### src/rtl/univ_shift_reg_pkg.sv
// univ_shift_reg_pkg: mode encoding and width constants shared by the
// universal shift register and its mode decoder.
package univ_shift_reg_pkg;

    localparam int WIDTH = 4;
    localparam int CNT_W = 4;
    localparam logic [CNT_W-1:0] CNT_MAX = '1;

    typedef enum logic [1:0] {
        MODE_HOLD = 2'b00,
        MODE_SHR  = 2'b01,
        MODE_SHL  = 2'b10,
        MODE_LOAD = 2'b11
    } mode_e;

endpackage

### src/rtl/univ_shift_reg_mode_dec.sv
// usr_mode_dec: combinational decode of {s1,s0} into one-hot
// hold/shr/shl/load strobes.
module usr_mode_dec
    import univ_shift_reg_pkg::*;
(
    input  logic s1,
    input  logic s0,
    output logic hold,
    output logic shr,
    output logic shl,
    output logic load
);

    mode_e mode;

    always_comb begin
        mode = mode_e'({s1, s0});
        hold = mode == MODE_HOLD;
        shr  = mode == MODE_SHR;
        shl  = mode == MODE_SHL;
        load = mode == MODE_LOAD;
    end

endmodule

### src/rtl/univ_shift_reg.sv
// univ_shift_reg: 4-bit universal shift register (hold/shift-right/shift-left/load)
// with mode-change pulse; shift counter present when SHIFT_COUNT_EN is defined.
module univ_shift_reg
    import univ_shift_reg_pkg::*;
(
    input  logic             clk,
    input  logic             reset,
    input  logic             s0,
    input  logic             s1,
    input  logic             en,
    input  logic [WIDTH-1:0] d,
    input  logic             sr_in,
    input  logic             sl_in,
    output logic [WIDTH-1:0] q,
    output logic             so_r,
    output logic             so_l,
    output logic             mode_chg
`ifdef SHIFT_COUNT_EN
    ,
    output logic [CNT_W-1:0] shift_cnt
`endif
);

    logic hold, shr, shl, load;
    logic [WIDTH-1:0] q_nxt;
    logic so_r_nxt, so_l_nxt;
    mode_e mode;

    usr_mode_dec u_dec (
        .s1   (s1),
        .s0   (s0),
        .hold (hold),
        .shr  (shr),
        .shl  (shl),
        .load (load)
    );

    always_comb begin
        q_nxt    = hold ? q
                 : load ? d
                 : shr  ? {sr_in, q[WIDTH-1:1]}
                 :        {q[WIDTH-2:0], sl_in};
        so_r_nxt = shr ? q[0] : so_r;
        so_l_nxt = shl ? q[WIDTH-1] : so_l;
    end

    // mode_chg compares against the mode captured on the previous enabled edge
    always_ff @(posedge clk) begin
        if (reset) begin
            q        <= '0;
            so_r     <= 1'b0;
            so_l     <= 1'b0;
            mode     <= MODE_HOLD;
            mode_chg <= 1'b0;
        end else begin
            mode_chg <= en && (mode_e'({s1, s0}) != mode);
            if (en) begin
                mode <= mode_e'({s1, s0});
                q    <= q_nxt;
                so_r <= so_r_nxt;
                so_l <= so_l_nxt;
            end
        end
    end

`ifdef SHIFT_COUNT_EN
    always_ff @(posedge clk) begin
        if (reset)
            shift_cnt <= '0;
        else if (en)
            shift_cnt <= load ? '0
                       : ((shr || shl) && shift_cnt != CNT_MAX) ? shift_cnt + 1'b1
                       : shift_cnt;
    end
`endif

endmodule

### config.mk
export PLATFORM = sky130hd
export DESIGN_NAME = univ_shift_reg
export DESIGN_NICKNAME = d
export VERILOG_FILES = /design/src/rtl/univ_shift_reg_pkg.sv /design/src/rtl/univ_shift_reg_mode_dec.sv /design/src/rtl/univ_shift_reg.sv
export SDC_FILE = /design/constraint.sdc
export NUM_CORES = 1
export LEC_CHECK = 0
export ABC_CLOCK_PERIOD_IN_PS = 2100
export BUFFER_PORTS_ARGS = -buffer_cell sky130_fd_sc_hd__buf_2
export CELL_PAD_IN_SITES_DETAIL_PLACEMENT = 1
export CELL_PAD_IN_SITES_GLOBAL_PLACEMENT = 1
export CORE_UTILIZATION = 32
export DETAILED_ROUTE_END_ITERATION = 8
export MAX_ROUTING_LAYER = met4
export PLACE_DENSITY = 0.8
export SETUP_SLACK_MARGIN = 0.5
export SLEW_MARGIN = 5
export SYNTH_ARGS = -nofsm -noshare
export SYNTH_HDL_FRONTEND = slang
export SYNTH_SLANG_ARGS = --single-unit
### constraint.sdc
create_clock -name clk -period 2.1 [get_ports clk]
set_input_delay 0.21 -clock clk [delete_from_list [all_inputs] [get_ports clk]]
set_output_delay 0.21 -clock clk [all_outputs]
set_load 0.01 [all_outputs]
==> reports/qor.yml <==
outcome:
  outcome: "complete, no violations"
floorplan:
  io_pins: 18
  fp.coreArea_sq_mm: 0.00133
  initial_core_util: 0.353
  die_area_sq_mm: 0.00163
  die_h_um: 40.3
  num_rows: 13
  fp.dieW_um: 40.3
global_routing:
  grt_pass1_vias: 420
  grt_max_degree: 17
  grt_pass1_wl_um: 1870
  grt_antenna_before_repair: 0
  grt_overflow: 0
  grt_util_all_layers: 0.189
worst_hold_path:
  hold_path_class: "input port to register"
  hold_end: "mode[1]"
  holdPathStages: 2
  worstHoldStart: "reset"
pwr:
  seq_power_share: 0.475
  cellPowerDensity_mw_per_mm2: 699
  p_int_uw: 289
  p_leak_uw: 0.000239
  irDropWorstVdd_uv: 258
  pwr-share-comb: 0.179
  clkPwrFrac: 0.346
  power_switching_share: 0.283
  switchingPower_uw: 114
  design_power_total_uw: 402
setup_path:
  critPathMaxFanout: 4
  critPathBufInv: 1
  cp_top_family: "flip-flops"
  cp.required_ns: 1.89
  cp-end-kind: "primary output"
  cp_cell_sequence: "buf_2"
  r2r-end: "q[0]"
  rr_worst_depth: 3
  critPathKind: "register to primary output"
  max_stage_delay_ns: 0.43
  arrival_ns: 0.87
  cp-start-kind: "register"
  rrSetupSlack_ns: 1.10
  startpoint: "q[0]"
  cpMaxStageDelayCell: "dfxtp_1"
  worstReg2RegStart: "q[1]"
placed_design:
  gp_congestion: 0.755
  dpl.hpwl_um: 870
  io_buffers: 17
clock_tree:
  worstSkewPairLatency_ns: 0.27
  hold_buffers: 0
  postCtsSetupRepairBufs: 0
  htree_levels: 1
  cts_max_path_buffers: 2
  post_cts_resized: 0
  numCtsBuffers: 3
  cts_sinks: 9
  cts_tree: "done"
  clk_pin_slew_ns: 0.07
  cts_root_buffer: "clkbuf_4"
finish:
  post-route-util: 0.432
  drive_gt1_frac: 0.362
  n_fill_cell: 171
  final_nets: 81
  insertedDiodeCount: 0
  areaGrowthSynthToFinish_pct: 22.3
detailed_routing:
  drt_iter0_markers: 8
  ant_nets: 0
  wl_per_cell_um: 13.8
  drc_errors: 0
  dr.pass1.iters: 4
  vias: 451
  vias_per_cell: 5.37
  totalWireLength_um: 1160
sta:
  finalMaxSlewViolations: 0
  worst_pin_slew_ns: 0.288
  period_minus_slack_ns: 1.08
  setup_violations: 0
  rsz0062_at_grt: "false"
  tns_ns: 0
  hold_violations: 0
  period_share: 0.516
  clock_skew_ns: 0.00886
  maxSlewHeadroom: 0.808
  clock.fmax_mhz: 922
yosys:
  synth.distinct_cells: 27
  yosysWarningCount: 0
  ys_seq_elements: 9
  synth_area_sq_um: 470
  synthCells: 52
  yosysSeqAreaShare: 0.383
  synth_fp_nets: 63
  synth.avg_cell_area_sq_um: 9.05
flow_run:
  cap_violations: 0
[through the flow]
step	cells	hold WS, ns	setup WS (ns)	instance area, sq um
5_1_grt	84	0.222	0.947	576
3_5_place_dp	80	0.472	0.879	549
3_3_place_gp	80	0.460	0.924	549
2_1_floorplan	52	0.436	1.11	470
6_report	84	0.229	1.02	576
4_1_cts	84	0.220	0.994	576
[layout by cell type, fill, tap and decap left out]
| cell type | count |
|---|---|
| nor3_1 | 1 |
| or2b_1 | 1 |
| inv_1 | 1 |
| buf_2 | 17 |
| dfxtp_1 | 9 |
| or3b_1 | 1 |
| a211oi_1 | 3 |
| nor2_1 | 3 |
| o32ai_1 | 1 |
| xnor2_1 | 2 |
| mux2_2 | 1 |
| and2b_2 | 1 |
| o21a_1 | 1 |
| clkbuf_4 | 3 |
| nand3b_1 | 1 |
| nand2b_1 | 3 |
| clkbuf_1 | 1 |
| nand4_1 | 1 |
| nor4_1 | 1 |
| o21ai_0 | 3 |
| a21oi_1 | 7 |
| o22ai_4 | 1 |
| or2_2 | 1 |
| nor2b_1 | 1 |
| nand2_1 | 2 |
| nand4b_1 | 1 |
| a2111oi_2 | 1 |
[how the worst max path moves through the flow]
| stage | to | cells past startpoint |
|---|---|---|
| detailed placement | q[0] | 4 |
| global placement | q[0] | 4 |
| finish | q[0] | 1 |
| CTS | q[1] | 1 |
| global route | q[1] | 1 |
| floorplan | q[0] | 4 |
[cells by family after synthesis]
logic type | share of synthesized area
buf+inv | 0.0612
xor+xnor | 0.0372
mux | 0.0239
flops | 0.383
compound gates | 0.263
simple gates | 0.231
[metal layers]
| metal | GRT usage | wire length [um] | up-vias |
|---|---|---|---|
| li1 | - | - | 223 |
| met1 | 0.212 | 515 | 213 |
| met3 | 0.0556 | 35 | 4 |
| met2 | 0.278 | 581 | 11 |
| met5 | - | 0 | - |
| met4 | 0.142 | 29 | 0 |
[layout make-up]
cell class                 instances  area [sq um]  area share
clock buffer                       4          26.3      0.0457
inverter                           1          3.75     0.00652
multi-input combinational         38           262       0.454
sequential                         9           180       0.313
tap                               15          18.8      0.0326
timing repair buffer              17          85.1       0.148
[power by group through the flow]
stage	registers (uW)	logic (uW)	clock network (uW)
finish	191	72.1	139
global route	193	79.6	153
CTS	191	72.9	144
detailed placement	195	72.5	0
global placement	195	70.0	0
floorplan	197	45.9	0
[cell usage after synthesis, drive strengths merged]
library cell,number,share of area
or2b,1,0.016
nand3b,1,0.016
nor2b,1,0.013
and2b,1,0.019
or3b,1,0.019
mux2,1,0.024
xnor2,2,0.037
clkbuf,1,0.0080
nor4,1,0.013
a2111oi,1,0.032
nor2,3,0.024
inv,1,0.0080
o22ai,1,0.043
nand2,2,0.016
nand4b,1,0.019
nand2b,3,0.040
o21a,1,0.016
o21ai,3,0.032
a211oi,3,0.048
a21oi,7,0.074
or2,1,0.013
buf,3,0.045
dfxtp,9,0.38
nor3,1,0.011
nand4,1,0.013
o32ai,1,0.019
[state kept, by name, summed over array words and instances, names as in the netlist]
name / flops
q: 4
mode: 2
mode_chg: 1
so_l: 1
so_r: 1
(Power assumes the default switching activity.)
